$ cat src/rtl/match_pkg.sv
// match_pkg: shared state encoding and winner codes for the match controller.
package match_pkg;
  typedef enum logic [2:0] {
    S_IDLE     = 3'd0,
    S_INN1     = 3'd1,
    S_BREAK    = 3'd2,
    S_INN2     = 3'd3,
    S_DONE     = 3'd4,
    S_SO1      = 3'd5,
    S_SO_BREAK = 3'd6,
    S_SO2      = 3'd7
  } state_t;
  localparam logic [1:0] WIN_NONE = 2'd0;
  localparam logic [1:0] WIN_T1   = 2'd1;
  localparam logic [1:0] WIN_T2   = 2'd2;
  localparam logic [1:0] WIN_TIE  = 2'd3;
endpackage

$ cat src/rtl/innings_counter.sv
// innings_counter: per-inning runs/wickets/balls accumulator with saturating runs and limit detection.
module innings_counter #(
  parameter int RUN_W  = 8,
  parameter int BALL_W = 7,
  parameter int WKT_W  = 4
) (
  input  logic              clk_fpga,
  input  logic              reset,
  input  logic              clear,
  input  logic              ball,
  input  logic [2:0]        runs_in,
  input  logic              legal_ball,
  input  logic              wicket_in,
  input  logic [BALL_W-1:0] max_balls,
  input  logic [WKT_W-1:0]  max_wkts,
  output logic [RUN_W-1:0]  runs,
  output logic [RUN_W-1:0]  runs_nxt,
  output logic [WKT_W-1:0]  wkts,
  output logic [BALL_W-1:0] balls,
  output logic              limit_hit
);
  logic [RUN_W:0]  sum;
  logic [WKT_W-1:0]  wkts_nxt;
  logic [BALL_W-1:0] balls_nxt;
  // Next values assume this delivery is taken; the FSM decides inning end from them.
  always_comb begin
    sum       = {1'b0, runs} + (RUN_W+1)'(runs_in);
    runs_nxt  = sum[RUN_W] ? '1 : sum[RUN_W-1:0];
    wkts_nxt  = wkts + WKT_W'(wicket_in);
    balls_nxt = balls + BALL_W'(legal_ball);
    limit_hit = (wkts_nxt == max_wkts) || (balls_nxt == max_balls);
  end
  always_ff @(posedge clk_fpga) begin
    if (reset || clear) begin
      runs  <= '0;
      wkts  <= '0;
      balls <= '0;
    end else if (ball) begin
      runs  <= runs_nxt;
      wkts  <= wkts_nxt;
      balls <= balls_nxt;
    end
  end
endmodule

$ cat src/rtl/match_controller.sv
// match_controller: two-innings cricket match FSM; define SUPER_OVER_EN for a super-over tie-break.
module match_controller
  import match_pkg::*;
#(
  parameter int MAX_BALLS = 120,
  parameter int MAX_WKTS  = 10,
  parameter int RUN_W     = 8,
  parameter int BALL_W    = 7,
  parameter int WKT_W     = 4
`ifdef SUPER_OVER_EN
  ,
  parameter int SO_BALLS  = 6,
  parameter int SO_WKTS   = 2
`endif
) (
  input  logic              clk_fpga,
  input  logic              reset,
  input  logic              start,
  input  logic              ball_valid,
  input  logic [2:0]        runs_in,
  input  logic              legal_ball,
  input  logic              wicket_in,
  output logic              batting_team,
  output logic [RUN_W-1:0]  team1_runs,
  output logic [RUN_W-1:0]  team2_runs,
  output logic [WKT_W-1:0]  team1_wkts,
  output logic [WKT_W-1:0]  team2_wkts,
  output logic [BALL_W-1:0] team1_balls,
  output logic [BALL_W-1:0] team2_balls,
  output logic [RUN_W:0]    target,
  output logic              inning_over,
  output logic              game_over,
  output logic [1:0]        winner
`ifdef SUPER_OVER_EN
  ,
  output logic [RUN_W-1:0]  so_runs1,
  output logic [RUN_W-1:0]  so_runs2
`endif
);
  state_t state;
  logic [RUN_W-1:0] r1_nxt, r2_nxt;
  logic lim1, lim2, clr;
  assign clr = (state == S_IDLE) && start;
  innings_counter #(.RUN_W(RUN_W), .BALL_W(BALL_W), .WKT_W(WKT_W)) u_team1 (
    .clk_fpga, .reset, .clear(clr), .ball(ball_valid && state == S_INN1),
    .runs_in, .legal_ball, .wicket_in,
    .max_balls(BALL_W'(MAX_BALLS)), .max_wkts(WKT_W'(MAX_WKTS)),
    .runs(team1_runs), .runs_nxt(r1_nxt), .wkts(team1_wkts), .balls(team1_balls), .limit_hit(lim1)
  );
  innings_counter #(.RUN_W(RUN_W), .BALL_W(BALL_W), .WKT_W(WKT_W)) u_team2 (
    .clk_fpga, .reset, .clear(clr), .ball(ball_valid && state == S_INN2),
    .runs_in, .legal_ball, .wicket_in,
    .max_balls(BALL_W'(MAX_BALLS)), .max_wkts(WKT_W'(MAX_WKTS)),
    .runs(team2_runs), .runs_nxt(r2_nxt), .wkts(team2_wkts), .balls(team2_balls), .limit_hit(lim2)
  );
`ifdef SUPER_OVER_EN
  logic [RUN_W-1:0]  so_cur, so_nxt;
  logic [WKT_W-1:0]  so_wkts;
  logic [BALL_W-1:0] so_balls;
  logic [RUN_W:0]    so_target;
  logic              so_lim;
  // One super-over counter serves both sides; it is cleared again when team 2 starts its over.
  innings_counter #(.RUN_W(RUN_W), .BALL_W(BALL_W), .WKT_W(WKT_W)) u_so (
    .clk_fpga, .reset, .clear(clr || (state == S_SO_BREAK && start)),
    .ball(ball_valid && (state == S_SO1 || state == S_SO2)),
    .runs_in, .legal_ball, .wicket_in,
    .max_balls(BALL_W'(SO_BALLS)), .max_wkts(WKT_W'(SO_WKTS)),
    .runs(so_cur), .runs_nxt(so_nxt), .wkts(so_wkts), .balls(so_balls), .limit_hit(so_lim)
  );
`endif
  always_ff @(posedge clk_fpga) begin
    if (reset) begin
      state        <= S_IDLE;
      batting_team <= 1'b0;
      target       <= '0;
      winner       <= WIN_NONE;
      inning_over  <= 1'b0;
      game_over    <= 1'b0;
`ifdef SUPER_OVER_EN
      so_runs1     <= '0;
      so_runs2     <= '0;
      so_target    <= '0;
`endif
    end else begin
      case (state)
        S_IDLE: if (start) state <= S_INN1;
        S_INN1: if (ball_valid && lim1) begin
          state       <= S_BREAK;
          target      <= {1'b0, r1_nxt} + (RUN_W+1)'(1);
          inning_over <= 1'b1;
        end
        S_BREAK: if (start) begin
          state        <= S_INN2;
          batting_team <= 1'b1;
          inning_over  <= 1'b0;
        end
        S_INN2: if (ball_valid) begin
          // Reaching the target wins even if the same ball also exhausts wickets or balls.
          if ({1'b0, r2_nxt} >= target || lim2) begin
            if ({1'b0, r2_nxt} >= target || r2_nxt < team1_runs) begin
              state       <= S_DONE;
              winner      <= ({1'b0, r2_nxt} >= target) ? WIN_T2 : WIN_T1;
              game_over   <= 1'b1;
              inning_over <= 1'b1;
            end else begin
`ifdef SUPER_OVER_EN
              state        <= S_SO1;
              batting_team <= 1'b0;
`else
              state       <= S_DONE;
              winner      <= WIN_TIE;
              game_over   <= 1'b1;
              inning_over <= 1'b1;
`endif
            end
          end
        end
`ifdef SUPER_OVER_EN
        S_SO1: if (ball_valid) begin
          so_runs1 <= so_nxt;
          if (so_lim) begin
            state       <= S_SO_BREAK;
            so_target   <= {1'b0, so_nxt} + (RUN_W+1)'(1);
            inning_over <= 1'b1;
          end
        end
        S_SO_BREAK: if (start) begin
          state        <= S_SO2;
          batting_team <= 1'b1;
          inning_over  <= 1'b0;
        end
        S_SO2: if (ball_valid) begin
          so_runs2 <= so_nxt;
          if ({1'b0, so_nxt} >= so_target || so_lim) begin
            state       <= S_DONE;
            winner      <= ({1'b0, so_nxt} >= so_target) ? WIN_T2 : (so_nxt < so_runs1) ? WIN_T1 : WIN_TIE;
            game_over   <= 1'b1;
            inning_over <= 1'b1;
          end
        end
`endif
        default: ;
      endcase
    end
  end
endmodule

$ cat config.mk
export PLATFORM = sky130hd
export DESIGN_NAME = match_controller
export DESIGN_NICKNAME = d
export VERILOG_FILES = /design/src/rtl/match_pkg.sv /design/src/rtl/innings_counter.sv /design/src/rtl/match_controller.sv
export SDC_FILE = /design/constraint.sdc
export NUM_CORES = 1
export LEC_CHECK = 0
export ABC_AREA = 1
export BUFFER_PORTS_ARGS = -buffer_cell sky130_fd_sc_hd__buf_2
export CORE_MARGIN = 2
export CORE_UTILIZATION = 57
export DETAILED_ROUTE_END_ITERATION = 6
export GPL_TIMING_DRIVEN = 0
export PLACE_DENSITY = 0.81
export SLEW_MARGIN = 20
export SYNTH_ARGS = -nofsm -noshare
export SYNTH_HDL_FRONTEND = slang
export SYNTH_SLANG_ARGS = --single-unit
$ cat constraint.sdc
create_clock -name clk_fpga -period 3.9 [get_ports clk_fpga]
set_clock_uncertainty 0.05 [all_clocks]
set_input_delay 0.195 -clock clk_fpga [delete_from_list [all_inputs] [get_ports clk_fpga]]
set_output_delay 0.195 -clock clk_fpga [all_outputs]
set_load 0.1 [all_outputs]
# --- After elaboration in Yosys (flattened, before gate mapping) ---
# Cells that the tools add are included.
op_classes:
  n_addsub: 7
  n_lt_le_gt_ge: 2
  n_eq_ne: 12
  muxes: 15
  n_reduce_logical: 17
op_table:
  columns: ["op", "n"]
  rows:
  - ["$add A8 B3 Y9", 2]
  - ["$mux W8", 2]
  - ["$mux W3", 5]
  - ["$add A7 B1 Y7", 2]
  - ["$eq A7 B7 Y1 const B", 2]
  - ["$pmux W3 S4", 1]
  - ["$add A8 B1 Y9 const B", 1]
  - ["$ge A8 B9 Y1", 1]
  - ["$add A4 B1 Y4", 2]
  - ["$eq A4 B4 Y1 const B", 2]
  - ["$lt A8 B8 Y1", 1]
  - ["$eq A3 B2 Y1 const B", 2]
  - ["$ne A2 B2 Y1 const B", 3]
  - ["$reduce_and A6 Y1", 1]
  - ["$logic_or A1 B1 Y1", 5]
  - ["$reduce_and A5 Y1", 1]
  - ["$logic_and A1 B1 Y1", 4]
  - ["$mux W1", 4]
  - ["$mux W2", 2]
  - ["$ne A2 B1 Y1 const B", 2]
  - ["$reduce_and A2 Y1", 2]
  - ["$reduce_bool A4 Y1", 1]
  - ["$eq A3 B1 Y1 const B", 1]
  - ["$logic_not A3 Y1", 1]
  - ["3 further kinds", 3]
word_totals:
  regBits: 55
  output_inout_bits: 52
  word_cells: 65

# --- Logic depth before layout (Yosys ltp) ---
# Gate-level depths: netlist of the first run.
logic_depth:
  word_depth: 7
  mapped_depth: 20
  ltp_nobuf: 20

# --- By module ---
# From an unflattened synthesis of the first run, not the netlist that was laid out.
hier_totals:
  hier_cells: 592
  area_unflattened_um2: 3971.3
modules_own_cells:
  columns: ["module", "n_inst", "cells_per_inst", "area_per_inst_um2", "seq_area_each_um2"]
  rows:
  - ["innings_counter", 2, 208, 1341.3, 380.4]
  - ["match_controller", 1, 176, 1288.7, 340.3]

# --- Least setup slack after synthesis of the first run ---
# OpenSTA, ideal clock, no wires.
synth_timing:
  path_type: "register to register"
  startpoint: "reg u_team2.runs[0]"
  endpoint: "reg state[1]"
  setup_ns: 0.110
  arrival_ns: 3.293
  setup_slack_ns: 0.447
  path_stages_with_launch: 19
  path_buffers: 0
  period_less_slack_ns: 3.453
  path_cell_list: "dfxtp_1 > ha_1 > fa_1 > nand2_1 > a21oi_1 > inv_1 > o21ai_0 > nand3_1 > ha_1 > nand2_1 > nand2_1 > a21boi_0 > nand4_1 > nor2_1 > nand3_1 > nand3_1 > nand2_1 > inv_1 > nor2_1"
synth_via:
  elab_chain_cells: 6
synth_lines:
  columns: ["item", "line", "rtl"]
  rows:
  - ["start: declaration", "innings_counter.sv:16", "output logic [RUN_W-1:0] runs,"]
  - ["start signal: assignment", "innings_counter.sv:39", "runs <= runs_nxt;"]
  - ["$add A8 B3 Y9", "innings_counter.sv:27", "sum = {1'b0, runs} + (RUN_W+1)'(runs_in);"]
  - ["$mux W8", "innings_counter.sv:28", "runs_nxt = sum[RUN_W] ? '1 : sum[RUN_W-1:0];"]
  - ["named net r2_nxt[6]", "match_controller.sv:41", "logic [RUN_W-1:0] r1_nxt, r2_nxt;"]
  - ["$ge A8 B9 Y1", "match_controller.sv:99", "if ({1'b0, r2_nxt} >= target || lim2) begin"]
  - ["$logic_or A1 B1 Y1", "match_controller.sv:99", null]
  - ["$ne A2 B1 Y1 (no line)", null, null]
  - ["$reduce_and A6 Y1 (no line)", null, null]
  - ["end signal: assignment", "match_controller.sv:93", "state <= S_INN2;"]
  - ["end signal: assignment", "match_controller.sv:101", "state <= S_DONE;"]
  - ["end signal: assignment", "match_controller.sv:110", "state <= S_DONE;"]
  - ["end: declaration", "match_controller.sv:40", "state_t state;"]
# The timed path passes the listed nets, and every way through them passes these cells.
# A chain may end at the register's enable or synchronous reset.

# --- Worst setup path after layout of the first run ---
# Ends and elaborated chain as after synthesis.

==> run summary, run 1 <==
• remaining antenna violation count after routing: 0
• Top-Level Pins: 61
• Yosys cell types: 42
• Multi-input gate area: 2120 um^2
• Critical Path Source Type: flip-flop
• startpoint of the worst hold path: start
• detailed-route via count: 3480
• Worst R2R Path Depth: 17
• maximum level of the CTS H-tree: 2
• post-synthesis instance area: 3630 um^2
• final setup vio count: 0
• ys flop type: dfxtp_1
• number of port buffers: 59
• worst relative slew slack: 0.631
• effective utilization at floorplan: 0.582
• routed length per placed instance: 13.2 um
• Worst Path Buf+Inv: 1
• clock tree from TritonCTS: built
• post-layout instance count excluding filler cells: 665
• max-cap violations: 0
• part of the Yosys area used for sequential elements: 0.303
• worst setup path startpoint: u_team2.runs[0]
• number of buffers added for setup after CTS: 0
• Worst R2R Start: u_team2.runs[0]
• sum of overflow across all layers after global routing: 0
• first-pass GRT wire length: 14800 um
• number of detailed-routing iterations run before antenna repair: 5
• total nets after synthesis: 562
• number of instances in the placed design: 657
• minimum clock period: 3.35 ns
• setup total negative slack: 0 ns
• outcome: complete, no violations
• register cell area after layout: 1100 um^2
• kind of cell with the highest combined delay on the critical path: simple AND/OR/NAND/NOR gates
• flip-flop and latch count after synthesis: 55
• asr flop ratio synth: 0
• aggregate routed wire length: 8770 um
• Endpoint, Worst Hold: batting_team
• Total GRT Usage: 0.259
• ratio of routed vias to standard cells: 5.23
• later-pin clock latency in the skew report: 0.33 ns
• Post-Syn Instances: 521
• pin slew with the least headroom to its limit: 0.553 ns
• Longest Clk Path Bufs: 2
• hold buffers post-CTS: 0
• synthesized area per cell: 6.97 um^2
• list of cells traversed by the critical path: ha_1, fa_1, nand2_1, a21oi_1, nand2_1, nand3_1, ha_1, nand2_1, nand2_1, a21boi_0, nand4_1, nor2_1, nand3_1, nand3_1, nand2_1, inv_1, nor2_1
• die footprint: 7030 um^2
• vias in the first global route: 3251
• cell depth of the worst hold path: 3
• worst min path class: input pin to flip-flop
• most frequent cell on the critical path: nand2_1
• Max stage delay cell, worst path: fa_1
• Post-synth EDFFs: 0
• initial antenna violation count: 0
• largest driver fanout on the critical path: 7
• largest net degree at the start of global routing: 19
• fraction of final layout cells with drive strength greater than 1: 0.180
• # diodes: 0
• endpoint arrival time on the critical path: 3.52 ns
• nature of the critical path endpoint: flip-flop
• routability cong.: 0.900
• total CTS buffers: 5
• post-cts resize count: 0
• Final Net Count: 628
• final routed DRC violation total: 0
• die height: 83.8 um
• sum of net half-perimeters after detailed placement: 6820 um
• Register-to-Register Setup Slack: 0.55 ns
• FF-to-FF End: state[1]
• total power density per cell area: 506 nW/um^2
• required time of the worst setup path: 4.07 ns
• count of routing violations after the opening detailed-route iteration: 195
• fillers: 572
• Die Span X: 83.8 um
• count of pins over their slew limit: 0
• worst stage delay on the critical path: 0.41 ns
• clock transition at the registers of the reported paths: 0.11 ns
• ratio of final minimum period to clock period: 0.858
• RSZ-0062 raised after global routing: false
• area growth from synthesis to layout: 14.0%
• Static Leakage: 2.21 nW
• Floorplan Core Area: 6240 um^2
• number of clock sinks seen by CTS: 55
• root buffer cell: clkbuf_8
• Placement Rows: 29
• Synth Warn #: 0
• maximum ir drop on the vdd rail: 0.342 mV
• WS Path Type: flip-flop to flip-flop
• hold violation total from the final report: 0
• maximum frequency from static timing analysis: 299 MHz
[layer usage]
metal / vias up / GRT usage / part of all wire
met5: - / 0 / 0
met3: 14 / 0.0425 / 0.043
met2: 90 / 0.439 / 0.48
met4: 0 / 0.0748 / 0.017
met1: 1553 / 0.340 / 0.46
li1: 1823 / - / -
[placed cells by master (no fill, tap or decap), drive strengths merged, types with 2 or more instances in the layout]
cell / instances
a211oi: 2
a21oi: 44
a31oi: 4
buf: 67
clkbuf: 10
clkinv: 2
dfxtp: 55
fa: 2
ha: 30
inv: 90
nand2: 111
nand3: 28
nand3b: 3
nand4: 11
nor2: 54
nor3: 6
o211ai: 6
o21ai: 43
o21bai: 3
o31ai: 2
or2: 2
xnor2: 3
xor2: 6
[worst min-delay path: stages]
cell and delay, ns:
buf_2 0.12, nand2_1 0.08, a21oi_1 0.06
[synth_stat cells, types with 6 or more instances]
master | number | share of area
o21ai_0 | 40 | 0.055
inv_1 | 85 | 0.088
nand2_2 | 9 | 0.016
o211ai_1 | 6 | 0.012
nand2_1 | 100 | 0.10
nor2_1 | 46 | 0.048
nand4_1 | 10 | 0.017
buf_2 | 6 | 0.0083
ha_1 | 30 | 0.10
dfxtp_1 | 55 | 0.30
nand3_1 | 26 | 0.036
a21oi_1 | 44 | 0.061
xor2_1 | 6 | 0.014
[flip-flops by register name (all words and copies together), names as in the netlist]
signal and flops:
winner 2, u_team1.balls 7, u_team1.runs 8, u_team2.balls 7, u_team2.runs 8, u_team1.wkts 4
inning_over 1, state 3, target 9, game_over 1, batting_team 1, u_team2.wkts 4
[how the worst max path moves through the flow]
stage / end / cells past startpoint
after detailed placement: state[1] / 18
after floorplan: state[1] / 18
after CTS: state[1] / 17
final: state[1] / 17
after global placement: state[1] / 18
after global routing: state[0] / 17
[stage by stage]
step	hold slack [ns]	utilization	instance area (um^2)	setup slack (ns)	total power, mW
6_report	0.133	0.663	4140	0.554	2.09
5_1_grt	0.145	0.663	4140	0.250	2.21
4_1_cts	0.129	0.663	4140	0.579	2.09
3_5_place_dp	0.386	0.645	4020	0.619	1.69
3_3_place_gp	0.381	0.645	4020	0.683	1.67
2_1_floorplan	0.310	-	3630	0.447	1.52
[power breakdown]
part / internal, mW / switching [mW]
Sequential: 0.623 / 0.0664
Clock: 0.194 / 0.209
Combinational: 0.230 / 0.771
[cell families (layout without fill, tap and decap cells)]
logic type | Yosys count | after routing | share of synthesized area
AND/OR/NAND/NOR | 215 | 215 | 0.286
AO/OA/AOI/OAI | 106 | 106 | 0.162
buffers and inverters | 104 | 171 | 0.113
flip-flops | 55 | 55 | 0.303
adder cells (fa/ha/maj) | 32 | 32 | 0.114
XOR/XNOR | 9 | 9 | 0.0217
[area by class of cell]
| cell class | instances | area share |
|---|---|---|
| clock buffers | 5 | 0.0166 |
| inverters | 91 | 0.0828 |
| flip-flops and latches | 55 | 0.266 |
| repair buffers | 59 | 0.0713 |
| well taps | 77 | 0.0233 |
| plain buffers | 13 | 0.0163 |
| clock inverters | 3 | 0.0112 |
| multi-input cells | 362 | 0.512 |
Power figures use the tool's default switching activity.
==> inputs of run 2 (changes only) <==
--- a/config.mk
+++ b/config.mk
@@ -8,11 +8,12 @@
 export ABC_AREA = 1
 export BUFFER_PORTS_ARGS = -buffer_cell sky130_fd_sc_hd__buf_2
 export CORE_MARGIN = 2
-export CORE_UTILIZATION = 57
+export CORE_UTILIZATION = 51
 export DETAILED_ROUTE_END_ITERATION = 6
 export GPL_TIMING_DRIVEN = 0
-export PLACE_DENSITY = 0.81
+export PLACE_DENSITY = 0.76
 export SLEW_MARGIN = 20
 export SYNTH_ARGS = -nofsm -noshare
 export SYNTH_HDL_FRONTEND = slang
 export SYNTH_SLANG_ARGS = --single-unit
+export TNS_END_PERCENT = 50
==> constraint.sdc (replaced) <==
create_clock -name clk_fpga -period 2.98 [get_ports clk_fpga]
set_clock_uncertainty 0.05 [all_clocks]
set_input_delay 0.149 -clock clk_fpga [delete_from_list [all_inputs] [get_ports clk_fpga]]
set_output_delay 0.149 -clock clk_fpga [all_outputs]
set_load 0.1 [all_outputs]
==> run 2 against run 1 <==
Utilization shrank 1.1 points. First-iteration DRC count shrank 27%. Die area grew 11%. Clock-buffer cell count is the same. Sequential share of layout area shrank 1.5 points. Sequential power grew 31%. Sequential cell count is the same. Combinational power grew 38%. Register-to-register slack lost 0.54 ns. Clock power grew 28%. Setup slack lost 0.54 ns. Total power grew 34%.
==> run summary, run 2 (synthesis gave the netlist of run 1 again) <==
• most common cell after layout, fill and taps aside: nand2_1
• worst setup path startpoint: u_team2.runs[0]
• Placement Rows: 30
• worst min path class: input pin to flip-flop
• Top-Level Pins: 61
• maximum level of the CTS H-tree: 2
• root buffer cell: clkbuf_8
• sum of overflow across all layers after global routing: 0
• outcome: complete, no violations
• vias in the first global route: 3281
• initial antenna violation count: 0
• Register-to-Register Setup Slack: 0.02 ns
• # diodes: 0
• portion of total power attributed to sequential cells: 0.323
• Final Net Count: 639
• most frequent cells in the layout: 95 x nand2_1, 83 x inv_1, 65 x buf_2
• hold buffers post-CTS: 0
• max-cap violations: 0
• post-layout instance count excluding filler cells: 695
• die footprint: 7810 um^2
• required time of the worst setup path: 3.19 ns
• ratio of routed vias to standard cells: 5.28
• number of port buffers: 59
• worst stage delay on the critical path: 0.38 ns
• routability cong.: 0.920
• Max stage delay cell, worst path: fa_2
• Die Span X: 88.4 um
• max reg flops: 9
• clock tree from TritonCTS: built
• aggregate routed wire length: 9720 um
• setup total negative slack: 0 ns
• pin slew with the least headroom to its limit: 0.578 ns
• Worst R2R Start: u_team2.runs[0]
• total power density per cell area: 627 nW/um^2
• kind of cell with the highest combined delay on the critical path: simple AND/OR/NAND/NOR gates
• final instance area: 4460 um^2
• clock transition at the registers of the reported paths: 0.11 ns
• combinational share of power: 0.493
• fraction of final layout cells with drive strength greater than 1: 0.255
• hold violation total from the final report: 0
• final routed DRC violation total: 0
• list of cells traversed by the critical path: ha_4, fa_2, nand2_4, a21oi_4, buf_12, nand2_1, nand3_4, ha_4, nand2_1, nor2_1, nand3_1, nand4_1, nor2_2, nand2_1, nand2_2, or2_1, a21oi_2
• Net Sw Frac: 0.499
• largest net degree at the start of global routing: 18
• Final Hold Slack: 0.0935 ns
• remaining antenna violation count after routing: 0
• startpoint of the worst hold path: start
• maximum frequency from static timing analysis: 338 MHz
• endpoint arrival time on the critical path: 3.17 ns
• maximum ir drop on the vdd rail: 0.363 mV
• worst slack after detailed placement: -0.231 ns
• final setup vio count: 0
• most frequent cell on the critical path: nand2_1
• Longest Clk Path Bufs: 2
• later-pin clock latency in the skew report: 0.32 ns
• total CTS buffers: 5
• detailed-route via count: 3667
• largest registers: target (9), u_team1.runs (8), u_team2.runs (8)
• Floorplan Core Area: 6830 um^2
• Reg with most FFs: target
• Post-Route Utilization: 0.653
• Worst Path Buf+Inv: 1
• first-pass GRT wire length: 14700 um
• RSZ-0062 raised after global routing: true
• ratio of final minimum period to clock period: 0.994
• number of clock sinks seen by CTS: 55
• die height: 88.4 um
• count of routing violations after the opening detailed-route iteration: 142
• internal power component: 1.40 mW
• area of placed instances: 4070 um^2
• worst relative slew slack: 0.615
• WS Path Type: flip-flop to flip-flop
• switching component of the power: 1.40 mW
• number of detailed-routing iterations run before antenna repair: 4
• Critical Path Source Type: flip-flop
• effective utilization at floorplan: 0.532
• relative contribution of the clock network to total power: 0.184
• nature of the critical path endpoint: flip-flop
• Worst Slack Setup Final: 0.0190 ns
• largest driver fanout on the critical path: 5
• final total power: 2.80 mW
• Total GRT Usage: 0.238
• routed length per placed instance: 14.0 um
• count of pins over their slew limit: 0
• area growth from synthesis to layout: 22.7%
• number of instances in the placed design: 676
• sum of net half-perimeters after detailed placement: 7100 um
• fillers: 605
• Static Leakage: 2.32 nW
• minimum clock period: 2.96 ns
## run 2: cell count changes in the layout (fill, tap and decap cells not counted), moves of 3 or more
cell	change
dfxtp_1	-10
dfxtp_2	+8
ha_4	+6
nor2_1	-3
nor2_2	+3
nand3_1	-3
buf_4	+10
ha_1	-6
o21ai_0	-4
nand2_1	-5
nand2_2	+3
## run 2: final cells by class
cell class | count | area, um^2 | area share
multi-input cells | 362 | 2310 | 0.517
well taps | 96 | 120 | 0.0269
plain buffers | 13 | 67.6 | 0.0152
inverters | 91 | 343 | 0.0769
clock inverters | 3 | 43.8 | 0.00982
flip-flops and latches | 55 | 1120 | 0.251
repair buffers | 70 | 390 | 0.0876
clock buffers | 5 | 68.8 | 0.0154
## run 2: final timing paths
path                                endpoint  depth (start not counted)
worst max-delay path               winner[0]                         17
worst min register to register   inning_over                          2
worst min-delay path            batting_team                          3
worst max register to register     winner[0]                         17
## run 2: repair_timing
action	in CTS	in global routing
pin swaps	4	16
endpoints found under the hold margin	0	0
gates cloned	0	0
gates resized for setup	13	26
setup endpoints to repair	7	7
buffers inserted	3	8
## run 2: power groups by stage
stage / Combinational (mW) / Sequential (mW) / Clock (mW)
floorplan: 0.582 / 1.40 / 0
global placement: 1.28 / 0.914 / 0
detailed placement: 1.31 / 0.919 / 0
CTS: 1.33 / 0.902 / 0.520
global route: 1.48 / 0.917 / 0.543
finish: 1.38 / 0.904 / 0.515
## run 2: per-layer routing
layer / track usage / wire length (um) / up-vias
li1: - / - / 1842
met1: 0.299 / 4370 / 1704
met2: 0.420 / 4770 / 104
met3: 0.0438 / 462 / 17
met4: 0.0647 / 118 / 0
met5: 0 / 0 / -
## run 2: worst reg2reg max path, cell delays in order (launching register included)
cell	delay [ns]
dfxtp_4	0.37
ha_4	0.16
fa_2	0.38
nand2_4	0.09
a21oi_4	0.09
buf_12	0.14
nand2_1	0.10
nand3_4	0.12
ha_4	0.30
nand2_1	0.08
nor2_1	0.15
nand3_1	0.10
nand4_1	0.13
nor2_2	0.06
nand2_1	0.09
nand2_2	0.09
or2_1	0.27
a21oi_2	0.12
==> inputs of run 3 (changes only) <==
--- a/config.mk
+++ b/config.mk
@@ -5,13 +5,13 @@
 export SDC_FILE = /design/constraint.sdc
 export NUM_CORES = 1
 export LEC_CHECK = 0
-export ABC_AREA = 1
+export ABC_AREA = 0
 export BUFFER_PORTS_ARGS = -buffer_cell sky130_fd_sc_hd__buf_2
-export CORE_MARGIN = 2
+export CORE_MARGIN = 5
 export CORE_UTILIZATION = 51
 export DETAILED_ROUTE_END_ITERATION = 6
 export GPL_TIMING_DRIVEN = 0
-export PLACE_DENSITY = 0.76
+export PLACE_DENSITY = 0.77
 export SLEW_MARGIN = 20
 export SYNTH_ARGS = -nofsm -noshare
 export SYNTH_HDL_FRONTEND = slang
==> run 3 against run 2 <==
Sequential cell count is the same. First-iteration DRC count is 5.6% higher. Final cell count shrank 19%. Register-to-register slack hardly changed. Fmax is 0.41% lower. Design area is 8.7% lower. Utilization is 1.1 points lower.
==> run summary, run 3 <==
• outcome: complete, no violations
• initial antenna violation count: 0
• final setup vio count: 0
• ratio of routed vias to standard cells: 5.87
• largest net degree at the start of global routing: 19
• Static Leakage: 1.71 nW
• max-cap violations: 0
• most common cell after layout, fill and taps aside: buf_2
• root buffer cell: clkbuf_8
• Placement Rows: 29
• dominant cell by count in the synthesized netlist: dfxtp_1
• maximum level of the CTS H-tree: 2
• later-pin clock latency in the skew report: 0.32 ns
• die height: 91.0 um
• worst min path class: input pin to flip-flop
• sum of overflow across all layers after global routing: 0
• Final Net Count: 523
• Reg with most FFs: target
• Critical Path Source Type: flip-flop
• detailed-route via count: 3285
• first-pass GRT wire length: 14400 um
• count of routing violations after the opening detailed-route iteration: 150
• ys flop type: dfxtp_1
• maximum frequency from static timing analysis: 336 MHz
• area share of the largest cell type after synthesis: 0.329
• hold violation total from the final report: 0
• Post-synth EDFFs: 0
• worst stage delay on the critical path: 0.39 ns
• Max stage delay cell, worst path: fa_2
• clock tree from TritonCTS: built
• Die Span X: 91.0 um
• list of cells traversed by the critical path: ha_4, fa_2, a21oi_4, nor3b_4, a31oi_4, ha_4, nand2b_4, a211oi_2, o21a_1, o22ai_2, o21a_4, o221a_4
• most frequent cell on the critical path: ha_4
• most frequent cells in the layout: 61 x buf_2, 52 x nand2_1, 46 x dfxtp_1
• remaining antenna violation count after routing: 0
• Top-Level Pins: 61
• Post-Syn Instances: 410
• largest driver fanout on the critical path: 6
• area growth from synthesis to layout: 21.6%
• fraction of final layout cells with drive strength greater than 1: 0.240
• minimum clock period: 2.97 ns
• total nets after synthesis: 451
• synthesized area per cell: 8.16 um^2
• total power density per cell area: 326 nW/um^2
• # diodes: 0
• required time of the worst setup path: 3.16 ns
• part of the Yosys area used for sequential elements: 0.329
• nature of the critical path endpoint: flip-flop
• endpoint arrival time on the critical path: 3.15 ns
• flip-flop and latch count after synthesis: 55
• routability cong.: 0.842
• aggregate routed wire length: 9080 um
• cell taking the most area after synthesis: dfxtp_1
• total CTS buffers: 5
• sum of net half-perimeters after detailed placement: 6720 um
• Floorplan Core Area: 6350 um^2
• count of pins over their slew limit: 0
• effective utilization at floorplan: 0.527
• Synth top cells by count: 55 x dfxtp_1, 52 x nand2_1, 40 x nor2_1, 39 x a21oi_1, 30 x ha_1
• number of clock sinks seen by CTS: 55
• Total GRT Usage: 0.208
• asr flop ratio synth: 0
• routed length per placed instance: 16.2 um
• Final Hold Slack: 0.0243 ns
• fillers: 554
• final total power: 1.33 mW
• final routed DRC violation total: 0
• Synth Warn #: 0
• hold buffers post-CTS: 0
• number of detailed-routing iterations run before antenna repair: 5
• worst relative slew slack: 0.378
• RSZ-0062 raised after global routing: true
• max reg flops: 9
• clock transition at the registers of the reported paths: 0.11 ns
• maximum ir drop on the vdd rail: 0.252 mV
• ratio of final minimum period to clock period: 0.998
• WS Path Type: flip-flop to flip-flop
• post-layout instance count excluding filler cells: 560
• Yosys cell types: 58
• die footprint: 8280 um^2
• largest registers: target (9), u_team1.runs (8), u_team2.runs (8)
• pin slew with the least headroom to its limit: 0.923 ns
• post-synthesis instance area: 3350 um^2
• number of port buffers: 60
• vias in the first global route: 3121
• Longest Clk Path Bufs: 2
• top area cells in the synthesized netlist: dfxtp_1 33%, ha_1 11%, a21oi_1 5.8%
• number of instances in the placed design: 547
• Post-Route Utilization: 0.641
run 3: cell types whose count changed in the layout (fill, tap and decap cells not counted), moves of 6 or more:
cell / change
a21oi_1: -6
buf_4: -6
clkbuf_1: +9
inv_1: -61
inv_2: -6
nand2_1: -43
nand2_2: -12
nand3_1: -16
o21ai_0: -22
xor2_1: +11
run 3: worst max-delay path, delay by kind of cell (launching register included):
kind / cells / cell delay, ns
AO/OA/AOI/OAI: 7 / 1.46
adder cells (fa/ha/maj): 3 / 0.78
flip-flops: 1 / 0.37
AND/OR/NAND/NOR: 2 / 0.23
run 3: path summary, 6_finish.rpt:
kind                                      start        end  slack [ns]  cells past startpoint
worst max-delay path            u_team2.runs[0]  winner[1]       0.007                     12
worst min-delay path                      reset  target[6]        0.02                      2
worst max register to register  u_team2.runs[0]  winner[1]       0.007                     12
worst min register to register        game_over  game_over        0.43                      1
run 3: power breakdown:
part | total, mW | internal, mW | switching [mW]
logic | 0.145 | 0.0466 | 0.0981
clock network | 0.447 | 0.171 | 0.275
registers | 0.738 | 0.734 | 0.00327
run 3: layout make-up:
cell class / count / area (um^2) / share of cell area
clock buffer: 5 / 68.8 / 0.0169
tap: 77 / 96.3 / 0.0237
clock inverter: 3 / 22.5 / 0.00553
inverter: 22 / 82.6 / 0.0203
sequential: 55 / 1120 / 0.276
multi-input combinational: 317 / 2280 / 0.559
buffer: 16 / 61.3 / 0.0151
timing repair buffer: 65 / 338 / 0.0830
run 3: cells by family after synthesis:
group,Yosys count,synth area share
adder cells (fa/ha/maj),32,0.124
AND/OR/NAND/NOR,158,0.231
multiplexers,7,0.0217
AO/OA/AOI/OAI,96,0.188
flip-flops,55,0.329
buffers and inverters,38,0.0430
XOR/XNOR,24,0.0628
run 3: repair_timing:
item	in CTS	in global routing
gates resized for setup	5	15
pin swaps	1	10
endpoints found under the setup margin	6	7
buffers inserted	1	4
run 3: metrics by stage:
stage	instance area (um^2)	setup TNS, ns	setup slack, ns
after detailed placement	3810	-0.684	-0.183
after global placement	3810	-0.433	-0.152
final	4070	0	0.00693
after CTS	3940	0	0.0167
after global routing	4070	-0.0883	-0.0334
after floorplan	3410	0	0.00164
run 3: metal layers:
metal,vias up,wire [um],share of wire,GRT usage
met5,-,0,0,0
met4,0,113,0.012,0.0648
met3,12,503,0.055,0.0388
met2,102,4390,0.48,0.351
met1,1570,4070,0.45,0.269
li1,1601,-,-,-
